`src/rtl/alu_if.sv`:
```
// Operand/result bundle for the lane ALU; `zero`/`carry` exist only when ALU_FLAGS_EN is defined.
interface alu_if #(
  parameter int unsigned S  = 4,
  parameter int unsigned T1 = 8,
  parameter int unsigned T2 = 1
);
  localparam int unsigned W = T1 * T2;

  logic [S-1:0] op;
  logic [W-1:0] in1;
  logic [W-1:0] in2;
  logic [W-1:0] out;
`ifdef ALU_FLAGS_EN
  logic          zero;
  logic [T2-1:0] carry;

  modport master (output op, output in1, output in2, input out, input zero, input carry);
  modport slave  (input op, input in1, input in2, output out, output zero, output carry);
`else
  modport master (output op, output in1, output in2, input out);
  modport slave  (input op, input in1, input in2, output out);
`endif
endinterface

```
`src/rtl/alu.sv`:
```
// Registered SIMD lane ALU: 16 ops per T1-bit lane, 1-cycle latency, synchronous active-high reset.
// Optional registered zero/carry flags are enabled by defining ALU_FLAGS_EN.
module alu #(
  parameter int unsigned S  = 4,
  parameter int unsigned T1 = 8,
  parameter int unsigned T2 = 1
) (
  input  logic clk,
  input  logic reset,
  alu_if.slave bus
);
  localparam int unsigned W  = T1 * T2;
  // Opcode compared at >=5 bits so values >=16 fall to the zero default when S>4.
  localparam int unsigned OW = (S > 5) ? S : 5;

  localparam logic [OW-1:0] OP_ADD  = OW'(0);
  localparam logic [OW-1:0] OP_SUB  = OW'(1);
  localparam logic [OW-1:0] OP_INC  = OW'(2);
  localparam logic [OW-1:0] OP_DEC  = OW'(3);
  localparam logic [OW-1:0] OP_SHL  = OW'(4);
  localparam logic [OW-1:0] OP_SHR  = OW'(5);
  localparam logic [OW-1:0] OP_AND  = OW'(6);
  localparam logic [OW-1:0] OP_NAND = OW'(7);
  localparam logic [OW-1:0] OP_OR   = OW'(8);
  localparam logic [OW-1:0] OP_NOR  = OW'(9);
  localparam logic [OW-1:0] OP_XOR  = OW'(10);
  localparam logic [OW-1:0] OP_XNOR = OW'(11);
  localparam logic [OW-1:0] OP_NOT  = OW'(12);
  localparam logic [OW-1:0] OP_PASS = OW'(13);
  localparam logic [OW-1:0] OP_ROL  = OW'(14);
  localparam logic [OW-1:0] OP_ROR  = OW'(15);

  logic [OW-1:0] op_w;
  logic [W-1:0]  res;
`ifdef ALU_FLAGS_EN
  logic [T2-1:0] cy;
`endif

  assign op_w = OW'(bus.op);

  for (genvar k = 0; k < int'(T2); k++) begin : g_lane
    logic [T1-1:0] a;
    logic [T1-1:0] b;
    logic [T1-1:0] r;

    assign a = bus.in1[k*T1 +: T1];
    assign b = bus.in2[k*T1 +: T1];

    // Per-lane result; nothing crosses the lane boundary.
    always_comb begin
      r = '0;
      case (op_w)
        OP_ADD:  r = a + b;
        OP_SUB:  r = a - b;
        OP_INC:  r = a + T1'(1);
        OP_DEC:  r = a - T1'(1);
        OP_SHL:  r = {a[T1-2:0], 1'b0};
        OP_SHR:  r = {1'b0, a[T1-1:1]};
        OP_AND:  r = a & b;
        OP_NAND: r = ~(a & b);
        OP_OR:   r = a | b;
        OP_NOR:  r = ~(a | b);
        OP_XOR:  r = a ^ b;
        OP_XNOR: r = ~(a ^ b);
        OP_NOT:  r = ~a;
        OP_PASS: r = a;
        OP_ROL:  r = {a[T1-2:0], a[T1-1]};
        OP_ROR:  r = {a[0], a[T1-1:1]};
        default: r = '0;
      endcase
    end

    assign res[k*T1 +: T1] = r;

`ifdef ALU_FLAGS_EN
    logic c;

    // Carry/borrow derived from the truncated result, or the bit shifted out.
    always_comb begin
      c = 1'b0;
      case (op_w)
        OP_ADD:         c = (r < a);
        OP_SUB:         c = (a < b);
        OP_INC:         c = (a == '1);
        OP_DEC:         c = (a == '0);
        OP_SHL, OP_ROL: c = a[T1-1];
        OP_SHR, OP_ROR: c = a[0];
        default:        c = 1'b0;
      endcase
    end

    assign cy[k] = c;
`endif
  end

  always_ff @(posedge clk) begin
    if (reset) begin
      bus.out   <= '0;
`ifdef ALU_FLAGS_EN
      bus.zero  <= 1'b0;
      bus.carry <= '0;
`endif
    end else begin
      bus.out   <= res;
`ifdef ALU_FLAGS_EN
      bus.zero  <= (res == '0);
      bus.carry <= cy;
`endif
    end
  end
endmodule

```
`src/flat_wrapper.sv`:
```
// flat-port wrapper written by rule: the top's interface ports become plain ports
module alu_flat 
#(
  parameter int unsigned S  = 4,
  parameter int unsigned T1 = 8,
  parameter int unsigned T2 = 1
)
  (clk, reset, bus_op, bus_in1, bus_in2, bus_out);
  alu_if #(.S(S), .T1(T1), .T2(T2)) bus_i ();
  input  logic clk;
  input  logic reset;
  input wire logic [$bits(bus_i.op)-1:0] bus_op;
  input wire logic [$bits(bus_i.in1)-1:0] bus_in1;
  input wire logic [$bits(bus_i.in2)-1:0] bus_in2;
  output wire logic [$bits(bus_i.out)-1:0] bus_out;
  assign bus_i.op = bus_op;
  assign bus_i.in1 = bus_in1;
  assign bus_i.in2 = bus_in2;
  assign bus_out = bus_i.out;
  alu #(.S(S), .T1(T1), .T2(T2)) u_core (.clk(clk), .reset(reset), .bus(bus_i));
endmodule
```
`config.mk`:
```
export PLATFORM = sky130hd
export DESIGN_NAME = alu_flat
export DESIGN_NICKNAME = d
export VERILOG_FILES = /design/src/rtl/alu_if.sv /design/src/rtl/alu.sv /design/src/flat_wrapper.sv
export SDC_FILE = /design/constraint.sdc
export NUM_CORES = 1
export LEC_CHECK = 0
export BUFFER_PORTS_ARGS = -buffer_cell sky130_fd_sc_hd__buf_4
export CAP_MARGIN = 20
export CORE_ASPECT_RATIO = 2
export CORE_MARGIN = 8
export CORE_UTILIZATION = 54
export CTS_BUF_LIST = sky130_fd_sc_hd__clkbuf_8
export DETAILED_ROUTE_END_ITERATION = 10
export PLACE_DENSITY = 0.8
export SYNTH_ARGS = -nofsm -noshare
export SYNTH_HDL_FRONTEND = slang
export SYNTH_SLANG_ARGS = --single-unit
```
`constraint.sdc`:
```
create_clock -name clk -period 2.05 [get_ports clk]
set_input_delay 0 -clock clk [delete_from_list [all_inputs] [get_ports clk]]
set_output_delay 0 -clock clk [all_outputs]
set_load 0.02 [all_outputs]
```
# After elaboration in Yosys (flattened, before gate mapping)

Index checks and enable logic that the tools add are counted.

Register bits after elaboration: 8
Bits in latches: 0
Memory bits (writable): 0
ROM bits: 0
Bits of input ports: 22
Output and inout port bits: 8
Logic and storage cells: 29
Memories: 0

Add/sub/neg operators: 4
$mul: 0
Divide/modulo/power cells: 0
$lt $le $gt $ge: 0
Equality and inequality tests: 15
Shifts and indexed selects: 0
Multiplexer cells: 1
Bitwise operators: 7
Reductions and logical operators: 1

Operators with widths:

| operator              | count |
|---|---|
| $pmux W8 S16          | 1 |
| $eq A4 B4 Y1 const B  | 8 |
| $not A8 Y8            | 4 |
| $eq A4 B3 Y1 const B  | 4 |
| $add A8 B1 Y8 const B | 1 |
| $add A8 B8 Y8         | 1 |
| $and A8 B8 Y8         | 1 |
| $eq A4 B2 Y1 const B  | 2 |
| $or A8 B8 Y8          | 1 |
| $sub A8 B1 Y8 const B | 1 |
| $sub A8 B8 Y8         | 1 |
| $xor A8 B8 Y8         | 1 |
| $logic_not A5 Y1      | 1 |
| $eq A4 B1 Y1 const B  | 1 |

# Longest topological paths before layout

Gate-level depths: netlist of the first run.

Depth in word-level cells: 3
Mapped depth: 13
Mapped depth without buffers: 12

# Worst setup path after synthesis of the first run

No wires, ideal clock.

Kind: input to register
From: input port bus_op[2]
To: register u_core.bus.out[6]
Setup time: 0.070 ns
Data arrival time: 2.005 ns
Data required time: 1.980 ns
Setup slack: -0.025 ns
Stages on the path: 12
Buffers on the path: 2
Cells stage by stage: buf_4 > buf_4 > nor2_2 > nand2_1 > o22a_1 > fa_1 > nand2b_1 > a21oi_1 > o21a_1 > nor3_1 > nand3b_1 > a21oi_1

Longest elaborated chain between the ends: 2
Elaborated cells between the ends (all ways): 17

Ends and longest elaborated chain:

| item                                 | line               | source |
|---|---|---|
| start: declaration                   | flat_wrapper.sv:12 | `input wire logic [$bits(bus_i.op)-1:0] bus_op;` |
| $eq A4 B4 Y1 (tied with other cells) | alu.sv:52          | `case (op_w)` |
| $pmux W8 S16 (*)                     | alu.sv:52          |  |
| end signal: assignment               | alu.sv:104         | `bus.out <= res;` |
| end: declaration                     | alu_if.sv:21       | `modport slave (input op, input in1, input in2, output out);` |

Every way passes the cells marked *; elsewhere a longest branch is shown, timed or not.
A chain may end at the register's enable or synchronous reset.

# Worst setup path after layout of the first run

From: input port bus_op[3]
To: register u_core.bus.out[6]

Same word-level chain as after synthesis.

==> run metrics, run 1 <==
Slew HR=0.6265; status=complete, no violations; Reg with most FFs=u_core.bus.out; Crit Path Class=primary input to flip-flop; GR Overflow Total=0; # rows=30; ys async rst share=0; Worst-path clk slew=0.04 ns; CTS resizes=0; initial core utilization=0.5644; Distinct cells, synth=46; antenna-violating nets left=0; CP Max Fanout=6; EDFF count, synth=0; CTS H-Tree Depth=1; top cell type's share of synthesized area=0.1640; Placed Cells=337; Yosys Warn Count=0; net count after synthesis=317; cell area after layout=2287 um2; antenna violations before repair=0; Root Driver=clkbuf_8; Overall Power=0.9340 mW; diode count=0; max_cap viols=0; total CTS buffers=3; synth cell count leaders=nand2_1, a21oi_1, ha_1, nor2_1, inv_1; RSZ-0062 raised after global routing=false; DR iter-0 viols=82; Die Wd=58.02 um; CP startpoint kind=primary input; Mapped Cells=269; final hold viol count=0; TNS Setup=0 ns; post-synth top area cell=ha_1; Peak VDD IR=0.2322 mV; Tmin final=1.898 ns; filler instances=317; first-pass GRT wire length=10180 um; setup violators final=0; Tcrit/Tclk final=0.9258; die area=5804 um2; worst min path class=primary input to flip-flop; DP Wirelength=4873 um; Area after DPL=2246 um2; CTS sink cnt=8; DRT Pass-1 Iters=5; die height=100.0 um; crit path capture type=flip-flop; RD Place Congestion=0.9565; ys flop type=dfxtp_1; Clock Path Buffers=2; Critical Path Source=bus_op[3]; Syn-to-layout area delta=19.95%; drt drc=0; Post-Route WL=6233 um; CORE AREA=3378 um2; largest net degree at the start of global routing=40; number of synthesized register bits=8; power per cell area=408.4 nW/um2; Routed WL per cell=18.33 um; Vias/cell=6.418; post-synthesis sequential area ratio=0.08399; share of layout cells above drive strength 1=0.2078; Worst Path Required=2.21 ns; vias=2182; Slew Viols, Final=0; max reg flops=8; Pleak=1.071 nW; postcts setup bufs=0; top-count cell post-synth=nand2_1; vias in the first global route=2231; # nets final=358; WHS=0.04500 ns; Setup crit end=u_core.bus.out[6]; top flop regs=u_core.bus.out (8); Avg Inst Size Synth=7.089 um2; Area contributors post-synth=ha_1, dfxtp_1, xnor2_1, a21oi_1, mux2i_1; I/O pin count=30; Max Freq=0.5269 GHz; Worst-Margin Slew=0.5582 ns; Final Instance Count excl. Fillers=340; global-route total usage across every layer=0.2195; hold-fix buffers at CTS=0; Post-Syn Area=1907 um2; Port Buffers=29; CTS tree=built; Critical Path AT=2.06 ns
==> cell usage in the layout (no fill, tap or decap), types with 2 or more instances in the layout <==
cell type / count
nand3b_1: 2
a211o_1: 2
inv_1: 18
o211ai_1: 2
o22ai_1: 7
dfxtp_1: 8
a22oi_1: 2
o22a_1: 4
o21ai_0: 17
ha_1: 25
nor2b_1: 2
a222oi_1: 3
mux2i_1: 11
a21oi_1: 26
or3_1: 2
nand4_1: 2
or2_1: 2
nand3_1: 7
nand2_1: 27
a31oi_1: 6
o21ai_1: 9
a21o_1: 2
buf_4: 52
nand2b_1: 5
nor2_1: 25
nor3_1: 2
clkbuf_8: 3
xnor2_1: 16
nor4_1: 2
==> cell type report <==
cell class	count	area, um2	area share
clock buffers	3	41.29	0.01805
well taps	32	40.04	0.01751
multi-input cells	226	1568	0.6854
inverters	18	67.56	0.02954
repair buffers	53	410.4	0.1794
flip-flops and latches	8	160.2	0.07002
==> through the flow <==
stage | util | setup slack (ns)
after floorplan | - | 0.01870
after global placement | 0.6648 | 0.002609
after detailed placement | 0.6648 | -0.01888
after CTS | 0.6770 | 0.2066
after global routing | 0.6770 | 0.01955
final | 0.6770 | 0.1521
==> metal layers <==
layer	track usage	up-vias	routed length [um]
met4	0.1540	0	332
met5	0	-	0
met2	0.4040	106	3373
met1	0.2129	1004	2209
met3	0.02949	33	318
li1	-	1039	-
==> report_power, final <==
| part | switching [mW] | internal [mW] |
|---|---|---|
| logic | 0.310 | 0.258 |
| clock network | 0.0609 | 0.127 |
| registers | 0.00425 | 0.174 |
| total | 0.375 | 0.559 |
==> worst min-delay path by stage <==
stage,startpoint,to,slack [ns],depth (start not counted)
after CTS,reset,u_core.bus.out[5],0.03,2
after global placement,reset,u_core.bus.out[4],0.27,2
after floorplan,reset,u_core.bus.out[5],0.26,2
after global routing,reset,u_core.bus.out[3],0.05,2
final,reset,u_core.bus.out[5],0.05,2
after detailed placement,reset,u_core.bus.out[5],0.27,2
==> cells by family after synthesis <==
logic type	share of synthesized area
buffers and inverters	0.09645
adders and majority gates	0.1745
AOI/OAI and AO/OA	0.2703
xor gates and xnor gates	0.07808
and+or+nand+nor	0.2192
muxes	0.07743
DFF	0.08399
==> critical path: stages <==
cell and delay [ns]:
buf_4 0.13, nor2_4 0.19, nand2_1 0.15, o22a_1 0.24, fa_1 0.43, nand2b_1 0.19
a21oi_1 0.20, o21a_1 0.17, nor3_1 0.05, nand3b_1 0.16, a21oi_1 0.15
(Power assumes the default switching activity.)
==> inputs of run 2 (changes only) <==
Settings changed: BUFFER_PORTS_ARGS -buffer_cell sky130_fd_sc_hd__buf_4 to -buffer_cell sky130_fd_sc_hd__buf_2, CORE_ASPECT_RATIO 2 to 0.9, HOLD_SLACK_MARGIN set to 0.06.
==> run metrics, run 2 (same netlist as run 1, synthesis figures left out) <==
status=complete, no violations; met3 usage=0.03580 (+0.006315); most common cell after layout, fill and taps aside=buf_2; crit path capture type=flip-flop; # nets final=350 (-2.2%); top flop regs=u_core.bus.out (8); CTS tree=built; Critical Path Max Stage Delay=0.32 ns (-0.11 ns); hold-fix buffers at CTS=0 (unchanged); I/O pin count=30 (unchanged); Post-Route WL=5415 um (-13%); # rows=20 (-33%); antenna violations before repair=0 (unchanged); first-pass GRT wire length=8749 um (-14%); hold path cells=2 (unchanged); Slew HR=0.6849 (+0.05838); total CTS buffers=3 (unchanged); antenna-violating nets left=0 (unchanged); GR met1 Demand/Resource=0.2500 (+0.03709); Slew Viols, Final=0 (unchanged); final hold viol count=0 (unchanged); CTS H-Tree Depth=1 (unchanged); Worst-path clk slew=0.04 ns (about the same); Hold EP=u_core.bus.out[4]; DRT Pass-1 Iters=5 (unchanged); DP Wirelength=4116 um (-16%); Peak VDD IR=0.1885 mV (-19%); TNS Setup=0 ns (unchanged); global-route total usage across every layer=0.1859 (-0.03357); die area=5691 um2 (-1.9%); Pleak=1.006 nW (-6.0%); Critical Path Source=bus_op[2]; Die Wd=78.64 um (+36%); Routed WL per cell=15.74 um (-14%); most frequent cell on the critical path=a21oi_1; RSZ-0062 raised after global routing=false; Slowest-stage cell, CP=ha_1; max reg flops=8 (unchanged); gr busiest metal=met2; Reg with most FFs=u_core.bus.out; Crit Path Class=primary input to flip-flop; DR iter-0 viols=173 (+110%); GR Overflow Total=0 (unchanged); postcts setup bufs=0 (unchanged); vias=2088 (-4.3%); CTS resizes=0 (unchanged); Root Driver=clkbuf_8; Vias/cell=6.070 (-5.4%); Clock Path Buffers=2 (unchanged); vias in the first global route=1863 (-16%); max_cap viols=0 (unchanged); setup violators final=0 (unchanged); power per cell area=413.4 nW/um2 (+1.2%); Cell Chain, Critical Path=buf_2, or2_1, nor2_1, buf_4, o22ai_1, ha_1, o21ai_1, a21oi_1, o21a_1, o21ai_0, nand3b_1, a21oi_1; share of layout cells above drive strength 1=0.1867 (-0.02113); Syn-to-layout area delta=13.12%; filler instances=336 (+6.0%); Worst-Margin Slew=0.4709 ns (-0.08725 ns); initial core utilization=0.5644 (unchanged); CP Max Fanout=9 (+3); Critical Path AT=2.04 ns (-0.02 ns); die height=72.38 um (-28%); Tcrit/Tclk final=0.9123 (-0.01352); Tmin final=1.870 ns (-0.02771 ns); most frequent cells in the layout=buf_2, nand2_1, a21oi_1; met2 Use GR=0.2739 (-0.1301); worst hold start=reset; Port Buffers=29 (unchanged); CP startpoint kind=primary input; Placement Setup Slack=-0.02670 ns (-0.007810 ns); worst min path class=primary input to flip-flop; WHS=0.09300 ns (+0.04800 ns); setup slack after layout=0.1798 ns (+0.02771 ns); final core utilization=0.6385 (-0.03852); largest net degree at the start of global routing=34 (-15%); diode count=0 (unchanged); Max Freq=0.5347 GHz (+1.5%); Worst Path Required=2.22 ns (about the same); RD Place Congestion=0.9640 (+0.78%); CTS sink cnt=8 (unchanged); CORE AREA=3378 um2 (unchanged); drt drc=0 (unchanged)
==> run 2: cell type report <==
| cell class | count | area, um2 | share of cell area |
|---|---|---|---|
| Multi-Input combinational cell | 226 | 1568 | 0.7268 |
| Timing Repair Buffer | 45 | 265.3 | 0.1230 |
| Sequential cell | 8 | 160.2 | 0.07425 |
| Inverter | 18 | 67.56 | 0.03132 |
| Tap cell | 44 | 55.05 | 0.02552 |
| Clock buffer | 3 | 41.29 | 0.01914 |
==> run 2: how the worst max path moves through the flow <==
stage                              to  slack [ns]
global route        u_core.bus.out[5]        0.07
finish              u_core.bus.out[6]        0.18
global placement    u_core.bus.out[5]        0.06
CTS                 u_core.bus.out[6]        0.22
floorplan           u_core.bus.out[6]        0.02
detailed placement  u_core.bus.out[6]       -0.03
==> run 2: power breakdown <==
group | switching (mW) | internal [mW] | leakage, nW
clock network | 0.0741 | 0.128 | 0.0216
logic | 0.295 | 0.218 | 0.918
registers | 0.00336 | 0.174 | 0.0665
total | 0.372 | 0.520 | 1.01
==> run 2: per-layer routing <==
metal  part of all wire  wire, um
met1               0.45      2458
met5                  0         0
met2               0.44      2400
met3              0.086       464
met4              0.017        92
==> run 2: metrics by stage <==
stage | power, mW | std cells | cell area (um2)
CTS | 0.8882 | 344 | 2157
detailed placement | 0.6813 | 341 | 2116
global placement | 0.6732 | 341 | 2116
finish | 0.8917 | 344 | 2157
floorplan | 0.5442 | 269 | 1913
global route | 0.9504 | 344 | 2157
==> run 2: worst max-delay path, delay by kind of cell <==
family | cells | cell delay [ns]
buffers and inverters | 2 | 0.30
AO/OA/AOI/OAI | 6 | 0.90
AND/OR/NAND/NOR | 3 | 0.50
adder cells (fa/ha/maj) | 1 | 0.32
